$ cat src/rtl/router_pkt_ctrl.sv
// Packet-reception FSM for the 1x3 router.
// Sequences header, payload, full stall, parity and drop.
module router_pkt_ctrl #(
  parameter int WAIT_LIMIT = 64,
  parameter int CNT_W      = 7
) (
  input  logic       clk,
  input  logic       rst,
  input  logic       pkt_valid,
  input  logic [1:0] data_in,
  input  logic       fifo_full,
  input  logic       fifo_empty_0,
  input  logic       fifo_empty_1,
  input  logic       fifo_empty_2,
  input  logic       soft_reset_0,
  input  logic       soft_reset_1,
  input  logic       soft_reset_2,
  input  logic       parity_done,
  input  logic       low_pkt_valid,
  output logic       detect_add,
  output logic       lfd_state,
  output logic       ld_state,
  output logic       laf_state,
  output logic       full_state,
  output logic       write_en_reg,
  output logic       rst_int_reg,
  output logic       busy,
  output logic       pkt_drop
);

  typedef enum logic [2:0] {
    S_DA, S_LFD, S_LD, S_FFS,
    S_LAF, S_LP, S_CPE, S_WTE
  } state_e;

  localparam logic [CNT_W-1:0] LIM_M1 =
    CNT_W'(WAIT_LIMIT - 1);

  state_e           state_q, state_d;
  logic [1:0]       addr_q, addr_d;
  logic [CNT_W-1:0] cnt_q, cnt_d;
  logic             drop_q, drop_d;

  logic [3:0] empty_v;
  logic [3:0] srst_v;
  logic       sel_empty;
  logic       sel_srst;
  logic       in_empty;
  logic       hdr_ok;

  assign empty_v = {1'b0, fifo_empty_2,
                    fifo_empty_1, fifo_empty_0};
  assign srst_v  = {1'b0, soft_reset_2,
                    soft_reset_1, soft_reset_0};
  assign sel_empty = empty_v[addr_q];
  assign sel_srst  = srst_v[addr_q];
  assign in_empty  = empty_v[data_in];
  assign hdr_ok    = pkt_valid && (data_in != 2'b11);

  // Next-state, address latch, wait counter and drop pulse.
  always_comb begin
    state_d = state_q;
    addr_d  = addr_q;
    cnt_d   = '0;
    drop_d  = 1'b0;
    if (state_q != S_DA && sel_srst) begin
      state_d = S_DA;
      drop_d  = 1'b1;
    end else begin
      unique case (state_q)
        S_DA: begin
          if (hdr_ok) begin
            addr_d  = data_in;
            state_d = in_empty ? S_LFD : S_WTE;
          end
        end
        S_LFD: state_d = S_LD;
        S_LD: begin
          if (fifo_full)       state_d = S_FFS;
          else if (!pkt_valid) state_d = S_LP;
        end
        S_FFS: begin
          if (!fifo_full) state_d = S_LAF;
        end
        S_LAF: begin
          if (parity_done)        state_d = S_DA;
          else if (low_pkt_valid) state_d = S_LP;
          else                    state_d = S_LD;
        end
        S_LP: state_d = S_CPE;
        S_CPE: state_d = fifo_full ? S_FFS : S_DA;
        S_WTE: begin
          if (sel_empty) begin
            state_d = S_LFD;
          end else if (WAIT_LIMIT != 0 &&
                       cnt_q == LIM_M1) begin
            state_d = S_DA;
            drop_d  = 1'b1;
          end else if (&cnt_q) begin
            cnt_d = cnt_q;
          end else begin
            cnt_d = cnt_q + 1'b1;
          end
        end
        default: state_d = S_DA;
      endcase
    end
  end

  // State, address, counter and drop registers.
  always_ff @(posedge clk or posedge rst) begin
    if (rst) begin
      state_q <= S_DA;
      addr_q  <= 2'b00;
      cnt_q   <= '0;
      drop_q  <= 1'b0;
    end else begin
      state_q <= state_d;
      addr_q  <= addr_d;
      cnt_q   <= cnt_d;
      drop_q  <= drop_d;
    end
  end

  assign detect_add   = (state_q == S_DA);
  assign lfd_state    = (state_q == S_LFD);
  assign ld_state     = (state_q == S_LD);
  assign laf_state    = (state_q == S_LAF);
  assign full_state   = (state_q == S_FFS);
  assign rst_int_reg  = (state_q == S_CPE);
  assign write_en_reg = (state_q == S_LFD) ||
                        (state_q == S_LD)  ||
                        (state_q == S_LAF) ||
                        (state_q == S_LP);
  assign busy = !((state_q == S_DA) ||
                  (state_q == S_LD));
  assign pkt_drop = drop_q;

endmodule

$ cat config.mk
export PLATFORM = sky130hd
export DESIGN_NAME = router_pkt_ctrl
export DESIGN_NICKNAME = d
export VERILOG_FILES = /design/src/rtl/router_pkt_ctrl.sv
export SDC_FILE = /design/constraint.sdc
export NUM_CORES = 1
export LEC_CHECK = 0
export ABC_CLOCK_PERIOD_IN_PS = 2400
export CAP_MARGIN = 20
export CORE_UTILIZATION = 60
export CTS_BUF_LIST = sky130_fd_sc_hd__clkbuf_4
export DETAILED_ROUTE_END_ITERATION = 12
export DONT_BUFFER_PORTS = 1
export GPL_ROUTABILITY_DRIVEN = 0
export PLACE_DENSITY = 0.79
export SKIP_CTS_REPAIR_TIMING = 1
export SLEW_MARGIN = 5
export SYNTH_ARGS = -nofsm -noshare
export SYNTH_HDL_FRONTEND = slang
export SYNTH_SLANG_ARGS = --single-unit
$ cat constraint.sdc
create_clock -name clk -period 2.4 [get_ports clk]
set_input_delay 0.48 -clock clk [delete_from_list [all_inputs] [get_ports clk]]
set_output_delay 0.48 -clock clk [all_outputs]
set_load 0.01 [all_outputs]
Word-level counts from Yosys, hierarchy flattened

Index checks and enable logic that the tools add are counted.

Eq/ne operators: 14
Reduce and logical (&&, ||, !) cells: 12
$lt $le $gt $ge: 2
Add/sub/neg operators: 1
Multiplexer cells: 27
Bitwise logic cells: 1

Operators by type and width:

| operator              | number |
|---|---|
| $mux W7               | 5 |
| $mux W3               | 10 |
| $pmux W3 S8           | 1 |
| $eq A3 B3 Y1 const B  | 4 |
| $add A7 B1 Y7 const B | 1 |
| $eq A7 B6 Y1 const B  | 1 |
| $mux W1               | 7 |
| $reduce_and A7 Y1     | 1 |
| $bmux W1 S2           | 3 |
| $eq A3 B2 Y1 const B  | 2 |
| $lt A2 B3 Y1 const B  | 2 |
| $ne A5 B5 Y1 const B  | 1 |
| $logic_or A1 B1 Y1    | 4 |
| $ne A4 B3 Y1 const B  | 1 |
| $ne A4 B4 Y1 const B  | 1 |
| $reduce_and A4 Y1     | 1 |
| $eq A3 B1 Y1 const B  | 1 |
| $logic_not A3 Y1      | 1 |
| $ne A3 B1 Y1 const B  | 1 |
| $ne A3 B2 Y1 const B  | 1 |
| $reduce_and A3 Y1     | 1 |
| $reduce_bool A3 Y1    | 1 |
| $logic_and A1 B1 Y1   | 2 |
| $mux W2               | 1 |
| other kinds (3)       | 3 |

Output and inout bits: 9
Input bits: 14
Logic and storage cells: 61
Flip-flop bits (word level): 13

Depth between registers and ports, before layout

Gate-level depths: netlist (run 1).

Word-level depth: 6
Gate-level depth with buffers: 7
Mapped depth without buffers: 6

Worst setup path before layout (run 1)

No wires, ideal clock.

Path kind: register to register
Start: reg state_q[1]
End: reg state_q[2]
Slack: 707 ps
Data required time: 2,318 ps
Stages on the path, launching flop included: 8
Buffers on the path: 1
Library setup time: 82 ps
Clock period less this slack: 1,693 ps
Data arrival time: 1,611 ps
Cell sequence: dfrtp_1 buf_6 or3_4 clkinv_1 o211ai_1 o21ai_0 or3b_1 a22oi_2

Elaborated cells on any way between the ends: 17
Classes of those cells: eq/ne: 11; mux: 2; reduce/logical: 4

RTL lines:

| item                                         | RTL line | source |
|---|---|---|
| start, declared                              | 39       | `state_e state_q, state_d;` |
| start signal, assigned                       | 118      | `state_q <= state_d;` |
| $logic_not A3 Y1 (*)                         | -        |  |
| named net detect_add                         | 20       | `output logic detect_add,` |
| $pmux W3 S8 or $ne A3 B1 Y1 (tied branches)  | -        |  |
| $mux W3 or $reduce_and A4 Y1 (tied branches) | -        |  |

The timed path passes the listed nets; every way through them passes the cells marked *.
A chain may end at the register's enable or synchronous reset.

Final worst setup path (run 1)

Start: reg state_q[0]
End: reg state_q[2]

Longest elaborated chain between the ends: 4
Elaborated cells on any way between the ends: 17
Classes of those cells: eq/ne: 11; mux: 2; reduce/logical: 4

RTL lines:

| item                                                  | RTL line | source |
|---|---|---|
| $reduce_bool A3 Y1                                    | 66       | `if (state_q != S_DA && sel_srst) begin` |
| $logic_and A1 B1 Y1                                   | 66       |  |
| $ne A4 B4 Y1 (no source line) (tied with other cells) | -        |  |
| $reduce_and A4 Y1 (no source line)                    | -        |  |

Parallel ways exist; a longest one is shown, timed or not.

==> results of run 1 <==
-- worst max-delay path: stages, from the launching register on --
cell     delay [ns]
dfrtp_1        0.52
inv_1          0.21
nor2_1         0.07
or4_1          0.54
or3b_1         0.40
a22oi_2        0.13
-- path summary, 6_finish.rpt --
path / slack [ns] / end / depth (start not counted) / startpoint
max: 0.45 / state_q[2]$_DFFE_PP0P_ / 5 / state_q[0]$_DFFE_PP0P_
min: 0.10 / addr_q[1]$_DFFE_PP0P_ / 1 / rst
max reg2reg: 0.45 / state_q[2]$_DFFE_PP0P_ / 5 / state_q[0]$_DFFE_PP0P_
min reg2reg: 0.54 / cnt_q[5]$_DFFE_PP0P_ / 1 / cnt_q[5]$_DFFE_PP0P_
max in group asynchronous: 1.97 / state_q[2]$_DFFE_PP0P_ / 1 / rst
min in group clk: 0.35 / addr_q[0]$_DFFE_PP0P_ / 1 / data_in[0]
-- layout by cell type, fill, tap and decap left out, types with 2 or more instances in the layout --
cell type and count:
o21ai_0 7, o22ai_1 2, dfrtp_1 13, nor3_1 2, o211ai_1 2, nand2_1 8
a31oi_1 2, o22a_1 2, mux2i_1 6, inv_1 5, nand3b_1 3, a21oi_1 9
nor3b_1 2, clkbuf_4 4, nor2_1 16, nand3_1 2
-- cell type report --
cell class,instances,area [um^2]
Multi-Input combinational cell,84,524.3
Fill cell,116,425.4
Sequential cell,13,325.3
Clock buffer,4,30.03
Inverter,7,26.28
Tap cell,15,18.77
-- through the flow --
step / hold WS, ns / cells
2_1_floorplan: 0.3570 / 108
3_3_place_gp: 0.4186 / 119
3_5_place_dp: 0.4237 / 119
4_1_cts: 0.1211 / 123
5_1_grt: 0.1513 / 123
6_report: 0.1035 / 123
-- flip-flops by register name (all words and copies together), names as in the netlist --
name	flops
state_q	3
addr_q	2
cnt_q	7
pkt_drop	1
-- metal layers --
metal / wire (um) / vias up / part of all wire [%]
met4: 0 / 0 / 0
met2: 792 / 30 / 45
li1: - / 394 / -
met5: 0 / - / 0
met1: 835 / 346 / 48
met3: 114 / 0 / 6.5
-- cell families (layout without fill, tap and decap cells) --
logic type	Yosys count	in the layout	share of synthesized area, %
flops	13	13	36.16
compound gates	32	32	23.92
buf+inv	11	11	5.562
fa+ha+maj	1	1	1.391
xor+xnor	1	1	0.9738
mux	6	6	6.676
simple gates	44	44	25.32
-- power by group --
part           leakage [uW]  internal, uW  switching, uW
Sequential         0.000173           267           91.5
Combinational      0.000196           196            278
Clock             0.0000184          75.8           67.8
==> results_dict.tcl, run 1 <==
set metrics [dict create \
    status "finished, final reports clean" \
    tritoncts "done" \
    slew_viol_final 0 \
    synthCells 108 \
    p_leak_uw 0.0003869 \
    critPathKind "reg2reg" \
    p_per_area_mw_per_mm2 1056 \
    min_period_over_period_pct 81.34 \
    area_growth_pct 2.782 \
    clk-insertion-delay-late_ns 0.27 \
    rows 13 \
    die-width_um 40.72 \
    core_mm2 0.001350 \
    avgRoutedWirePerCell_um 14.16 \
    h-tree-depth 1 \
    synth.area.top_cells "dfrtp_1, mux2i_1, nor2_1" \
    dpl_cell_area_um2 894.6 \
    synth_area_um2 899.6 \
    hold_class "in2async" \
    cts_made_buffers 3 \
    yosysMostFrequentCell "nor2_1" \
    p_total_uw 976.6 \
    synth_common_cells "nor2_1, dfrtp_1, a21oi_1" \
    avgSynthCellArea_um2 8.330 \
    track_usage_pct 24.46 \
    drv_cap 0 \
    synth_top_area_share_pct 36.16 \
    use_met3_pct 10.33 \
    fin_util_pct 68.49 \
    wl_um 1742 \
    die_h_um 40.72 \
    irDropWorstVdd_v 0.0006384 \
    synth_cell_type_count 41 \
    synth_ff_type "dfrtp_1" \
    fmax_mhz 512.2 \
    grt_pass1_wl_um 2635 \
    synth-async-reset-ratio_pct 100.0 \
    cts_num_sinks 13 \
    drc 0 \
    antenna_found_initial 0 \
    dieArea_mm2 0.001658 \
    drtIter0Drc 23 \
    fin_crit_ns 1.952 \
    setup_violations 0 \
    use_met2_pct 37.30 \
    startpoint_type "register" \
    dr.pass1.iters 4 \
    fin_area_um2 924.6 \
    synth-seq-cells 13 \
    dp_worst_setup_slack_ns 0.4941 \
    worst_ep_required_time_ns 2.60 \
    finalHoldViolCount 0 \
    clockBufferDepth 2 \
    postRouteAntennaNets 0 \
    crit_fanout 14 \
    grt_max_degree 15 \
    busiest_layer "met2" \
    cp.arrival_ns 2.15 \
    seq_area_frac_synth_pct 36.16 \
    diodes 0 \
    met1_usage_pct 32.88 \
    synth_nets 123 \
    clkTransAtPathRegs_ns 0.07 \
    overflow 0 \
    viasPerCell 6.260 \
    nNetsFinal 124 \
    synth-edff-count 0 \
    vias 770 \
    io_buffer_count 0 \
    yosys_warnings 0 \
    ios 23 \
    worstMarginPinSlew_ns 0.4782 \
    cts-root-buf "clkbuf_4" \
    start_util_pct 66.64 \
    fin_tns_setup_ns 0 \
    finClkSkew_ns 0.001099 \
    setup_ws_ns 0.4478 \
    endpoint_kind "register" \
    slew_headroom_pct 68.09 \
    rsz0062_at_grt "no" \
    first_global_vias 652 \
    drive_gt1_share_pct 10.19 \
    synth_area_leader_cell "dfrtp_1" \
    hpwlAfterDp_um 1377 \
]
No activity file was read; power rests on OpenSTA's default activity.
==> run 2: changes to the inputs <==
Settings changed: ABC_AREA set to 1, ABC_CLOCK_PERIOD_IN_PS 2400 to 1750, CORE_UTILIZATION 60 to 58.
Clock period 2.4 ns to 1.75 ns, I/O delays scaled along.
==> run 2 against run 1 <==
The run now ends with DRC, hold timing left. Wire length increased by 8.0%. Sequential share of layout area down 4.1 points. Die area grew 15%. Synthesized area up 12%. Worst setup slack got worse by 0.30 ns. Flip-flop and latch count stayed put. Critical path type is now reg2out.
==> results_dict.tcl, run 2 <==
set metrics [dict create \
    avgSynthCellArea_um2 6.760 \
    fin_util_pct 67.09 \
    synth.area.top_cells "dfrtp_1, nand2_1, nor2_1" \
    dr.pass1.iters 8 \
    finClkSkew_ns 0.008944 \
    ios 23 \
    area_growth_pct 3.851 \
    critPathKind "reg2out" \
    slew_viol_final 0 \
    synth_nets 164 \
    yosys_warnings 0 \
    yosysMostFrequentCell "nand2_1" \
    synth_area_mm2 0.001007 \
    cts-root-buf "clkbuf_4" \
    fmax_mhz 625.0 \
    fin_tns_setup_ns 0 \
    finalHoldViolCount 13 \
    seq_area_frac_synth_pct 32.30 \
    violations "DRC, hold timing" \
    start_util_pct 64.61 \
    cpPeakStageDelay_ns 0.51 \
    synth-seq-cells 13 \
    track_usage_pct 22.41 \
    vias 897 \
    drive_gt1_share_pct 18.42 \
    p_leak_uw 0.0005591 \
    die-width_um 43.67 \
    clkTransAtPathRegs_ns 0.08 \
    clockBufferDepth 2 \
    dieArea_mm2 0.001907 \
    grt_max_degree 14 \
    wl_um 1882 \
    startpoint_type "register" \
    slew_headroom_pct 67.21 \
    first_global_vias 756 \
    synth_cell_type_count 24 \
    seq_area_um2 325.3 \
    p_per_area_mw_per_mm2 1406 \
    rsz0062_at_grt "no" \
    met3_length_um 105 \
    overflow 0 \
    postRouteAntennaNets 0 \
    cts_made_buffers 3 \
    top_regs "cnt_q x7, state_q x3, addr_q x2" \
    worstMarginPinSlew_ns 0.4913 \
    synth-edff-count 0 \
    core_mm2 0.001559 \
    antenna_found_initial 0 \
    routed.top_layer "met4" \
    final_common_cell "nand2_1" \
    irDropWorstVdd_v 0.0009147 \
    multi_input_area_um2 566.8 \
    rows 14 \
    tritoncts "done" \
    num-fill-cells 136 \
    setup_violations 0 \
    wl_met2_um 861 \
    synth-async-reset-ratio_pct 100.0 \
    most-common-layout-cells "nand2_1, nor2_1, inv_1" \
    synth_area_leader_cell "dfrtp_1" \
    drtIter0Drc 30 \
    crit_fanout 7 \
    synth_common_cells "nand2_1, nor2_1, inv_1" \
    fin_crit_ns 1.600 \
    regMostFlops "cnt_q" \
    status "finished, violations left" \
    viasPerCell 5.339 \
    cts_num_sinks 13 \
    critical_path.startpoint "state_q[2]$_DFFE_PP0P_" \
    cp.arrival_ns 1.25 \
    avgRoutedWirePerCell_um 11.20 \
    io_buffer_count 0 \
    worst_ep_required_time_ns 1.40 \
    diodes 0 \
    r2r_start "cnt_q[0]$_DFFE_PP0P_" \
    h-tree-depth 1 \
    drv_cap 0 \
    synth_top_area_share_pct 32.30 \
    hold_ws_ns -0.02344 \
    largest_reg_flops 7 \
    drc 5 \
    crit_chain "inv_2 -> nand2_4 -> nand2_1 -> inv_1" \
    die_h_um 43.67 \
    endpoint_kind "output pin" \
    cp_slowest_cell "dfrtp_1" \
    hpwlAfterDp_um 1476 \
    nNetsFinal 168 \
    synthCells 149 \
    wl_met1_um 904 \
    hold_class "in2async" \
    min_period_over_period_pct 91.43 \
    grt_pass1_wl_um 3132 \
    synth_ff_type "dfrtp_1" \
    clk-insertion-delay-late_ns 0.27 \
]
run 2: changes by cell type in the layout (fill, tap and decap cells not counted), moves of 6 or more:
cell     change
inv_1       +15
nor2_1       +7
a21oi_1      -7
nand2_1     +31
mux2i_1      -6
nand3_1     +11
run 2: final timing paths:
check                                         end  slack (ns)  cells after the start
setup reg to reg           state_q[0]$_DFFE_PP0P_        0.30                      8
hold reg to reg              cnt_q[6]$_DFFE_PP0P_        0.54                      2
max in group asynchronous    cnt_q[0]$_DFFE_PP0P_        1.43                      1
setup / recovery                             busy        0.15                      4
hold / removal               cnt_q[5]$_DFFE_PP0P_       -0.02                      1
min in group clk            addr_q[1]$_DFFE_PP0P_        0.20                      2
run 2: area by class of cell:
cell class / instances / area share [%]
multi-input cells: 108 / 54.19
flip-flops and latches: 13 / 31.10
inverters: 27 / 9.928
clock buffers: 4 / 2.871
well taps: 16 / 1.914
run 2: kinds of logic (layout without fill, tap and decap cells):
family	Yosys count	count (layout)	share of synthesized area, %
and+or+nand+nor	99	99	50.81
buffers and inverters	28	31	11.43
DFF	13	13	32.30
AOI/OAI and AO/OA	8	8	4.224
adders and majority gates	1	1	1.242
run 2: critical path, delay by kind of cell, from the launching register on:
kind,cells,cell delay [ns]
buffers and inverters,2,0.22
DFF,1,0.51
and+or+nand+nor,2,0.23
run 2: per-layer routing:
metal / vias up / track usage (%)
met5: - / 0
met1: 395 / 29.97
met2: 29 / 35.82
li1: 471 / -
met3: 2 / 6.250
met4: 0 / 5.625
run 2: power by group:
group / internal, uW / total (uW) / switching [uW]
combinational: 256 / 794 / 538
sequential: 370 / 481 / 110
clock: 104 / 196 / 91.9
run 2: stage by stage:
step	instances	setup WS, ns	area, um^2	power [uW]
3_3_place_gp	164	0.3597	1016	1263
4_1_cts	168	0.1528	1046	1481
5_1_grt	168	0.08671	1046	1602
3_5_place_dp	164	0.3187	1016	1277
6_report	168	0.1499	1046	1471
2_1_floorplan	149	0.4187	1007	1173
